[config.mk]
export PLATFORM = sky130hd
export DESIGN_NAME = dec_grant_arbiter
export DESIGN_NICKNAME = d
export VERILOG_FILES = /design/src/rtl/dec_grant_arbiter.sv
export SDC_FILE = /design/constraint.sdc
export NUM_CORES = 1
export LEC_CHECK = 0
export BUFFER_PORTS_ARGS = -buffer_cell sky130_fd_sc_hd__buf_2
export CAP_MARGIN = 40
export CORE_MARGIN = 1.5
export CORE_UTILIZATION = 60
export CTS_BUF_LIST = sky130_fd_sc_hd__clkbuf_8
export CTS_CLUSTER_DIAMETER = 120
export CTS_CLUSTER_SIZE = 40
export DETAILED_ROUTE_END_ITERATION = 10
export PLACE_DENSITY = 0.89
export REMOVE_ABC_BUFFERS = 1
export SLEW_MARGIN = 5
export SYNTH_ARGS = -nofsm -noshare
export SYNTH_HDL_FRONTEND = slang
export SYNTH_SLANG_ARGS = --single-unit
[constraint.sdc]
create_clock -name clk -period 7.2 [get_ports clk]
set_clock_uncertainty 0.1 [all_clocks]
set_input_delay 1.44 -clock clk [delete_from_list [all_inputs] [get_ports clk]]
set_output_delay 1.44 -clock clk [all_outputs]
set_load 0.1 [all_outputs]
[src/rtl/dec_grant_arbiter.sv]
// Purpose: round-robin owner of a shared 4-to-16 select decoder among 16 requesters; optional forced release under `GRANT_TIMEOUT_EN.
// Latency: request sampled in IDLE -> grant registered one cycle later; at least one IDLE cycle between grants.
// Backpressure: owner holds the grant while its req stays high; en low blocks new grants but never revokes a live one.
module dec_grant_arbiter #(
    parameter int MAX_HOLD = 8
) (
    input  logic        clk,
    input  logic        rst_n,
    input  logic        en,
    input  logic [15:0] req,
    output logic        grant_valid,
    output logic [3:0]  grant_idx,
    output logic [15:0] grant_oh,
    output logic        timeout
);

    typedef enum logic {
        IDLE  = 1'b0,
        GRANT = 1'b1
    } state_t;

    state_t      state;
    logic [3:0]  ptr;
    logic [3:0]  pick_idx;
    logic        pick_vld;
    logic        owner_req;
    logic        hold_expired;

    if (MAX_HOLD < 1 || MAX_HOLD > 255) begin : g_bad_max_hold
        $error("dec_grant_arbiter: MAX_HOLD must be within 1..255");
    end

    // First set request at or above ptr, wrapping 15 -> 0.
    always_comb begin
        pick_idx = ptr;
        pick_vld = 1'b0;
        for (int i = 0; i < 16; i++) begin
            if (!pick_vld && req[ptr + 4'(i)]) begin
                pick_idx = ptr + 4'(i);
                pick_vld = 1'b1;
            end
        end
    end

    assign owner_req = req[grant_idx];

`ifdef GRANT_TIMEOUT_EN
    logic [7:0] hold_cnt;

    // hold_cnt counts completed GRANT cycles; the MAX_HOLD-th edge forces release.
    assign hold_expired = (hold_cnt == 8'(MAX_HOLD - 1));

    always_ff @(posedge clk or negedge rst_n) begin
        if (!rst_n) begin
            hold_cnt <= 8'd0;
            timeout  <= 1'b0;
        end else begin
            timeout <= 1'b0;
            if (state == IDLE) begin
                hold_cnt <= 8'd0;
            end else begin
                hold_cnt <= hold_cnt + 8'd1;
                if (owner_req && hold_expired) begin
                    timeout <= 1'b1;
                end
            end
        end
    end
`else
    assign hold_expired = 1'b0;
    assign timeout      = 1'b0;
`endif

    always_ff @(posedge clk or negedge rst_n) begin
        if (!rst_n) begin
            state       <= IDLE;
            ptr         <= 4'd0;
            grant_idx   <= 4'd0;
            grant_valid <= 1'b0;
            grant_oh    <= 16'd0;
        end else begin
            case (state)
                IDLE: begin
                    if (en && pick_vld) begin
                        state       <= GRANT;
                        grant_idx   <= pick_idx;
                        grant_valid <= 1'b1;
                        grant_oh    <= 16'd1 << pick_idx;
                    end
                end
                GRANT: begin
                    if (!owner_req || hold_expired) begin
                        state       <= IDLE;
                        ptr         <= grant_idx + 4'd1;
                        grant_valid <= 1'b0;
                        grant_oh    <= 16'd0;
                    end
                end
                default: begin
                    state <= IDLE;
                end
            endcase
        end
    end

endmodule

==> results of run 1 <==
## cells in the final DEF, fill, tap and decap left out, types with 5 or more instances in the layout
cell	instances
sky130_fd_sc_hd__buf_4	6
sky130_fd_sc_hd__mux2_2	22
sky130_fd_sc_hd__nor3_1	6
sky130_fd_sc_hd__o21ai_0	18
sky130_fd_sc_hd__xnor2_1	7
sky130_fd_sc_hd__inv_1	7
sky130_fd_sc_hd__a21o_1	5
sky130_fd_sc_hd__nand2_1	33
sky130_fd_sc_hd__o41ai_2	5
sky130_fd_sc_hd__ha_1	8
sky130_fd_sc_hd__buf_2	39
sky130_fd_sc_hd__o22ai_1	5
sky130_fd_sc_hd__nor2_1	19
sky130_fd_sc_hd__dfrtp_1	26
sky130_fd_sc_hd__nand3_1	9
sky130_fd_sc_hd__mux4_2	26
sky130_fd_sc_hd__nand2b_1	6
sky130_fd_sc_hd__o41ai_1	11
sky130_fd_sc_hd__mux2i_1	29
sky130_fd_sc_hd__a21oi_1	20
## cells in the mapped netlist, drive strengths merged (3+ instances only)
master	n
inv	9
nor2	19
and2	4
a211oi	4
o31ai	3
xnor2	7
nand4	4
a21boi	3
mux4	26
xor2	5
dfrtp	26
o22ai	5
buf	14
ha	8
a31oi	4
nand2	33
clkbuf	11
o21ai	19
o21a	3
nor2b	4
o22a	3
mux2i	32
nor3	6
a21o	5
nand3	11
o41ai	16
mux2	24
a21oi	20
nand2b	6
nor4	4
or4	3
or2	4
## metrics by stage
step	hold WS, ps	area [um2]	util [%]	instances
2_1_floorplan	364.3	3457	-	352
3_3_place_gp	354.7	3780	67.00	468
3_5_place_dp	359.9	3787	67.13	469
4_1_cts	379.5	3859	68.40	473
5_1_grt	401.7	3859	68.40	473
6_report	378.5	3859	68.40	473
## sequential cells by signal (all words and copies together) (netlist names)
name / count
grant_idx: 4
grant_oh: 16
grant_valid: 1
ptr: 4
state: 1
## worst min-delay path, stage by stage (launching register included)
cell and delay [ps]:
sky130_fd_sc_hd__dfrtp_1 350, sky130_fd_sc_hd__nand2_1 50, sky130_fd_sc_hd__o41ai_1 50
## metal layers
| metal | track usage [%] | wire [um] | up-vias |
|---|---|---|---|
| met2 | 59.83 | 5263 | 287 |
| met5 | 0 | 0 | - |
| met3 | 6.250 | 1209 | 54 |
| li1 | - | - | 1534 |
| met4 | 8.793 | 403 | 0 |
| met1 | 50.62 | 4279 | 1738 |
## layout make-up
type,count,area (um2)
Fill cell,402,1783
Multi-Input combinational cell,317,2773
Clock inverter,1,30.03
Timing Repair Buffer,45,240.2
Tap cell,72,90.09
Inverter,9,33.78
Sequential cell,26,650.6
Clock buffer,3,41.29
## cells by family (layout without fill, tap and decap cells)
family / after synthesis / count (layout) / synth area share [%]
AO/OA/AOI/OAI: 107 / 107 / 21.80
XOR/XNOR: 12 / 12 / 3.135
adder cells (fa/ha/maj): 8 / 8 / 2.787
buffers and inverters: 34 / 58 / 4.702
flip-flops: 26 / 26 / 18.11
multiplexers: 82 / 82 / 33.65
other: 1 / 1 / 0.1044
AND/OR/NAND/NOR: 107 / 107 / 15.71
## worst max path at each step
stage	startpoint	endpoint	cells after the start
detailed placement	ptr[1]$_DFFE_PN0P_	grant_oh[11]$_DFFE_PN0P_	11
finish	ptr[1]$_DFFE_PN0P_	grant_oh[3]$_DFFE_PN0P_	11
global placement	ptr[1]$_DFFE_PN0P_	grant_oh[15]$_DFFE_PN0P_	12
global route	ptr[1]$_DFFE_PN0P_	grant_oh[7]$_DFFE_PN0P_	11
CTS	ptr[1]$_DFFE_PN0P_	grant_oh[11]$_DFFE_PN0P_	11
floorplan	ptr[0]$_DFFE_PN0P_	grant_oh[13]$_DFFE_PN0P_	11
==> reports/results.env, run 1 <==
NUMCTSBUFFERS=3
STATUS='finished clean'
WORST_EP_ARRIVAL_TIME_PS=5690
SYNTH.DISTINCT_CELLS=72
TIMING.CRITICAL_PATH.SLOWEST_CELL_DELAY_PS=860
DIE_AREA_MM2=0.006460
HOLD_PATH_END='grant_oh[5]$_DFFE_PN0P_'
FINAL_ANTENNA_NET_COUNT=0
LIST_OF_CELLS_TRAVERSED_BY_THE_CRITICAL_PATH='buf_4 -> inv_1 -> ha_1 -> inv_1 -> mux4_2 -> mux2_2 -> and4_1 -> and2_1 -> a41oi_1 -> nand3_2 -> o41ai_1'
DRT_ITER0_DRC=513
TOTALNEGATIVESETUPSLACK_PS=0
DIE_WIDTH_UM=80.38
HTREE_LEVELS=1
PLACE.DETAILED.HPWL_UM=8370
FINALMAXSLEWVIOLATIONS=0
REG2REG_SLACK_PS=1550
PORT-BUFFER-COUNT=39
PERIOD_MINUS_SLACK_PS=5651
POST_ROUTE_CLOCK_PERIOD_UTILIZATION_PCT=78.49
CTS-ROOT-BUF='sky130_fd_sc_hd__clkbuf_8'
GRT_USE_TOTAL_PCT=36.59
CRIT_PATH_MAX_FANOUT=23
WORST_PATH_MAX_DELAY_CELL='sky130_fd_sc_hd__a41oi_1'
HP-START='grant_oh[5]$_DFFE_PN0P_'
CTS.HOLD.BUFFERS_ADDED=0
GRT_PASS1_VIAS=3441
CONGESTION_OVERFLOW_GR=0
RSZ0062_AT_GRT='no'
REGISTER_BIT_TOTAL_FROM_SYNTHESIS=26
POSTSYNTH.TOPFLOPCELL='sky130_fd_sc_hd__dfrtp_1'
PROPORTION_OF_SYNTHESIZED_FLIP_FLOPS_HAVING_ASYNCHRONOUS_SET_OR_RESET_PCT=100.0
ROW_COUNT=27
WORST_R2R_ENDPOINT='grant_oh[3]$_DFFE_PN0P_'
HOLD_DEPTH=2
CLKTRANSATPATHREGS_PS=90
VIAS=3613
WORSTHOLDPATHTYPE='reg -> reg'
PLACEABLECOREAREA_MM2=0.005642
FINALNETCOUNT=429
TIMING.FMAX_GHz=0.1770
WORST-PATH-BUF-INV=3
TIMING.CRITICAL_PATH.MODE_CELL='sky130_fd_sc_hd__inv_1'
CRITICAL_PATH_CLASS='reg -> reg'
SYNTH_TOP_AREA_CELL='sky130_fd_sc_hd__dfrtp_1'
FINALWEIGHTEDCONGESTION=1.006
LAYOUT-AREA-OVERHEAD-VS-SYNTH_PCT=7.419
SYNTH.YOSYS.SEQ_AREA_SHARE_PCT=18.11
VIAS_PER_CELL=7.638
ROUTED_WIRELENGTH_UM=11160
CATEGORY_OF_THE_WORST_SETUP_PATH_CAPTURE_POINT='flip-flop'
GRT_PASS1_WL_UM=18020
AVGSYNTHCELLAREA_UM2=9.528
MAXIMUM_ROOT_TO_SINK_BUFFER_COUNT=2
TIMING.CRITICAL_PATH.MAX_DELAY_FAMILY='compound AO/OA/AOI/OAI gates'
TIMING.FINAL.HOLD_VIOLATIONS=0
POSTLAYOUTSETUPSLACKWORST_PS=1549
ROUTE.DETAILED.DRC=0
CRIT_PATH_START_KIND='flip-flop'
DATA_REQUIRED_TIME_OF_THE_CRITICAL_PATH_PS=7240
R2R_CELLS=11
SETUP_VIOL=0
NUMBER_OF_ANTENNA_VIOLATIONS_AT_THE_FIRST_CHECK_IN_GLOBAL_ROUTING=0
SYNTHESIZED_NETLIST_CELL_COUNT=377
TRITONCTS='yes'
WORST_R2R_STARTPOINT='ptr[1]$_DFFE_PN0P_'
TIMING_WORST_SLEW_PIN_VALUE_PS=965.4
FIRST_PASS_ITERS=6
SYNTH-WARNING-COUNT=0
EFFECTIVE_UTILIZATION_AT_FLOORPLAN_PCT=63.67
DRIVE_ABOVE_1_SHARE_PCT=29.18
MAXIMUM_NUMBER_OF_PINS_ON_ONE_NET_BEFORE_GLOBAL_ROUTE_REPAIR=34
NETLIST_TOP_CELLS_AREA='sky130_fd_sc_hd__dfrtp_1, sky130_fd_sc_hd__mux4_2, sky130_fd_sc_hd__mux2i_1'
NUMBER_OF_ENABLE_FLIP_FLOP_CELLS_AFTER_SYNTHESIS=0
SYNTHDOMINANTCELLAREASHARE_PCT=18.11
SYN-CELL-AREA_MM2=0.003592
CTS_REPAIR_RESIZE_COUNT=0
DIE_H_UM=80.38
CTS_SINKS=26
POST_CTS_BUFFERS=0
DP_SLACK_PS=1722
SLEW_MARGIN_REL_PCT=34.80
MAXCAPVIOLATIONS=0
ANTENNA_CELLS=0
AVERAGE_WIRE_LENGTH_PER_CELL_AFTER_DETAIL_ROUTING_UM=23.59
IO_PINS=41
CLOCK_INSERTION_DELAY_WORST_SKEW_PS=270
Power of run 1 is left out: the tool's default activity adds up to more than one toggle a clock period on the data nets, which glitch-free logic cannot reach.
==> inputs of run 2 (changes only) <==
- ABC_AREA: unset -> 1
- clock period: 7.2 -> 5.59 ns (I/O delays scaled with it)
==> reports/results.env, run 2 <==
REG2REG_SLACK_PS=410  # -1140 ps
AVGSYNTHCELLAREA_UM2=5.892  # -38%
POST_SYNTH_MUX_AREA_SHARE_PCT=0.9084  # -33 points
CTS_REPAIR_RESIZE_COUNT=0  # unchanged
GRT_PASS1_WL_UM=16190  # -10%
WORST_R2R_ENDPOINT='grant_oh[8]$_DFFE_PN0P_'
N_FILL_CELL=477  # +19%
SYNTHDOMINANTCELLAREASHARE_PCT=21.69  # +3.6 points
SYN-CELL-AREA_MM2=0.003306  # -8.0%
WORST_EP_ARRIVAL_TIME_PS=5280  # -410 ps
MOSTFREQUENTLAYOUTCELL='sky130_fd_sc_hd__nand2_1'
SYNTH-WARNING-COUNT=0  # unchanged
SYNTH.YOSYS.SEQ_AREA_SHARE_PCT=19.68  # +1.6 points
ROUTED_WIRELENGTH_UM=9343  # -16%
SETUP_VIOL=0  # unchanged
CRIT_PATH_MAX_FANOUT=16  # -30%
FINALWEIGHTEDCONGESTION=0.9710  # -3.4%
POST_SYNTH_MOST_FREQUENT_CELLS='sky130_fd_sc_hd__nand2_1, sky130_fd_sc_hd__nand3_1, sky130_fd_sc_hd__inv_1'
R2R_CELLS=16  # +5
MAXIMUM_NUMBER_OF_PINS_ON_ONE_NET_BEFORE_GLOBAL_ROUTE_REPAIR=27  # -21%
SEQCELLAREA_UM2=650.6  # unchanged
NUMBER_OF_ENABLE_FLIP_FLOP_CELLS_AFTER_SYNTHESIS=0  # unchanged
EFFECTIVE_UTILIZATION_AT_FLOORPLAN_PCT=63.51  # -0.16 points
POST_SYNTH_XOR_AREA_FRACTION_PCT=2.574  # -0.56 points
MOST_FREQUENTLY_USED_CELL_TYPE_IN_THE_POST_SYNTHESIS_NETLIST='sky130_fd_sc_hd__nand2_1'
DP_CELLS=655  # +40%
ROW_COUNT=26  # -3.7%
MAXIMUM_ROOT_TO_SINK_BUFFER_COUNT=2  # unchanged
LAYOUTNONFILLERINSTCOUNT=659  # +39%
LARGEST_REG_FLOPS=16  # unchanged
FINALMAXSLEWVIOLATIONS=0  # unchanged
PROPORTION_OF_SYNTHESIZED_FLIP_FLOPS_HAVING_ASYNCHRONOUS_SET_OR_RESET_PCT=100.0  # unchanged
MAXCAPVIOLATIONS=0  # unchanged
VIAS=3788  # +4.8%
RSZ0062_AT_GRT='no'
LAYOUT_COMMON_CELLS='sky130_fd_sc_hd__nand2_1, sky130_fd_sc_hd__nand3_1, sky130_fd_sc_hd__inv_1'
TRITONCTS='yes'
ANTENNA_CELLS=0  # unchanged
HOLD_DEPTH=2  # unchanged
CTS-ROOT-BUF='sky130_fd_sc_hd__clkbuf_8'
CONGESTION_OVERFLOW_GR=0  # unchanged
IO_PINS=41  # unchanged
PLACE.DETAILED.HPWL_UM=7210  # -14%
POST_CTS_BUFFERS=0  # unchanged
SYNTH-SIMPLE-AREA-SHARE_PCT=52.50  # +37 points
HTREE_LEVELS=1  # unchanged
WORST_R2R_STARTPOINT='ptr[1]$_DFFE_PN0P_'
LAYOUT-AREA-OVERHEAD-VS-SYNTH_PCT=7.494  # about the same
MULTI_INPUT_AREA_MM2=0.002281  # -18%
PLACEABLECOREAREA_MM2=0.005205  # -7.7%
CRITICAL_PATH_CLASS='reg -> reg'
TIMING.FINAL.HOLD_VIOLATIONS=0  # unchanged
CRIT_PATH_START_KIND='flip-flop'
SYNTH.DISTINCT_CELLS=40  # -44%
VIAS_PER_CELL=5.748  # -25%
DRIVE_ABOVE_1_SHARE_PCT=12.90  # -16 points
SYNTH-COMPOUND-AREA-SHARE_PCT=9.879  # -12 points
SLEW_MARGIN_REL_PCT=40.66  # +5.9 points
SYNTHESIZED_NETLIST_CELL_COUNT=561  # +49%
HP-START='grant_oh[5]$_DFFE_PN0P_'
POSTSYNTH.TOPFLOPCELL='sky130_fd_sc_hd__dfrtp_1'
SYNTH-ADDER-AREA-SHARE_PCT=3.028  # +0.24 points
FIRST_PASS_ITERS=6  # unchanged
WORSTHOLDPATHTYPE='reg -> reg'
CLOCK_INSERTION_DELAY_WORST_SKEW_PS=280  # about the same
NUMCTSBUFFERS=3  # unchanged
COMBINATIONAL_FAMILY_WITH_THE_MOST_AREA_AFTER_SYNTHESIS='simple AND/OR/NAND/NOR gates'
DIE_WIDTH_UM=77.23  # -3.9%
PERIOD_MINUS_SLACK_PS=5178  # -472.6 ps
CATEGORY_OF_THE_WORST_SETUP_PATH_CAPTURE_POINT='flip-flop'
STATUS='finished clean'
FINAL_ANTENNA_NET_COUNT=0  # unchanged
NETLIST_TOP_CELLS_AREA='sky130_fd_sc_hd__nand2_1, sky130_fd_sc_hd__dfrtp_1, sky130_fd_sc_hd__nand3_1'
DATA_REQUIRED_TIME_OF_THE_CRITICAL_PATH_PS=5690  # -1550 ps
PORT-BUFFER-COUNT=39  # unchanged
CTS.HOLD.BUFFERS_ADDED=0  # unchanged
REGISTER_BIT_TOTAL_FROM_SYNTHESIS=26  # unchanged
NUMBER_OF_ANTENNA_VIOLATIONS_AT_THE_FIRST_CHECK_IN_GLOBAL_ROUTING=0  # unchanged
GRT_USE_TOTAL_PCT=33.48  # -3.1 points
CTS_SINKS=26  # unchanged
FINALNETCOUNT=617  # +44%
HOLD_PATH_END='grant_oh[5]$_DFFE_PN0P_'
AVERAGE_WIRE_LENGTH_PER_CELL_AFTER_DETAIL_ROUTING_UM=14.18  # -40%
TOTALNEGATIVESETUPSLACK_PS=0  # unchanged
DIE_AREA_MM2=0.005964  # -7.7%
DRT_ITER0_DRC=323  # -37%
TIMING.FMAX_GHz=0.1931  # +9.1%
CLKTRANSATPATHREGS_PS=90  # about the same
REGISTER_NAME_WITH_THE_MOST_FLOPS='grant_oh'
POST_ROUTE_CLOCK_PERIOD_UTILIZATION_PCT=92.64  # +14 points
ROUTE.DETAILED.DRC=0  # unchanged
DIE_H_UM=77.23  # -3.9%
SYNTH_TOP_AREA_CELL='sky130_fd_sc_hd__nand2_1'
BIGGESTREGSBYFLOPS='grant_oh (16), grant_idx (4), ptr (4)'
TIMING_WORST_SLEW_PIN_VALUE_PS=886.8  # -78.55 ps
GRT_PASS1_VIAS=3450  # +0.26%
## run 2: changes by cell type after synthesis, sizes merged, moves of 26 or more
cell   previous run  this run
mux2i            32         3
nor2             19        45
nand3            11       112
mux4             26         0
nand2            33       202
inv               9        68
## run 2: worst max path at each step
stage                                   from                       end  slack [ps]  cells after the start
final                     ptr[1]$_DFFE_PN0P_   grant_oh[8]$_DFFE_PN0P_         410                     16
after global routing      ptr[1]$_DFFE_PN0P_  grant_oh[10]$_DFFE_PN0P_         110                     16
after CTS                 ptr[1]$_DFFE_PN0P_   grant_oh[8]$_DFFE_PN0P_         640                     16
after detailed placement  ptr[1]$_DFFE_PN0P_   grant_oh[8]$_DFFE_PN0P_         660                     16
after global placement    ptr[1]$_DFFE_PN0P_  grant_oh[10]$_DFFE_PN0P_         890                     16
after floorplan           ptr[0]$_DFFE_PN0P_   grant_oh[2]$_DFFE_PN0P_        1700                     22
## run 2: logic make-up after synthesis
family / after synthesis
flip-flops: 26
buffers and inverters: 84
AND/OR/NAND/NOR: 377
multiplexers: 3
other: 1
adder cells (fa/ha/maj): 8
AO/OA/AOI/OAI: 54
XOR/XNOR: 8
## run 2: metal layers
| metal | wire length (um) | share of wire, % | GRT usage, % | vias up |
|---|---|---|---|---|
| li1 | - | - | - | 1876 |
| met5 | 0 | 0 | 0 | - |
| met4 | 265 | 2.8 | 14.55 | 0 |
| met1 | 3918 | 42 | 44.53 | 1703 |
| met2 | 4333 | 46 | 54.82 | 185 |
| met3 | 825 | 8.8 | 3.452 | 24 |
## run 2: metrics by stage
| stage | hold WS [ps] | setup slack [ps] | instance area, um2 | utilization [%] |
|---|---|---|---|---|
| after CTS | 391.0 | 640.4 | 3553 | 68.27 |
| after floorplan | 407.1 | 1699 | 3192 | - |
| after global placement | 359.8 | 893.8 | 3482 | 66.90 |
| after global routing | 411.5 | 109.2 | 3553 | 68.27 |
| final | 392.1 | 411.5 | 3553 | 68.27 |
| after detailed placement | 360.0 | 662.9 | 3482 | 66.90 |
## run 2: critical path, cell delays in order, from the launching register on
cell and delay, ps:
sky130_fd_sc_hd__dfrtp_1 700, sky130_fd_sc_hd__inv_1 430, sky130_fd_sc_hd__ha_1 720, sky130_fd_sc_hd__inv_1 340
sky130_fd_sc_hd__nand3_1 210, sky130_fd_sc_hd__nand3_1 120, sky130_fd_sc_hd__nand2_1 110, sky130_fd_sc_hd__inv_1 40
sky130_fd_sc_hd__o21ai_0 410, sky130_fd_sc_hd__inv_1 170, sky130_fd_sc_hd__nand4_4 160, sky130_fd_sc_hd__nor3_4 70
sky130_fd_sc_hd__nand3_1 70, sky130_fd_sc_hd__o21ai_1 90, sky130_fd_sc_hd__nor2_1 700, sky130_fd_sc_hd__nand3_2 380
sky130_fd_sc_hd__o21bai_1 250
## run 2: cell type report
| type | count | area share [%] |
|---|---|---|
| Clock buffer | 3 | 1.162 |
| Timing Repair Buffer | 40 | 5.704 |
| Inverter | 68 | 7.324 |
| Sequential cell | 26 | 18.31 |
| Clock inverter | 1 | 0.8451 |
| Tap cell | 70 | 2.465 |
| Multi-Input combinational cell | 451 | 64.19 |
Power of run 2 is left out for the same reason.
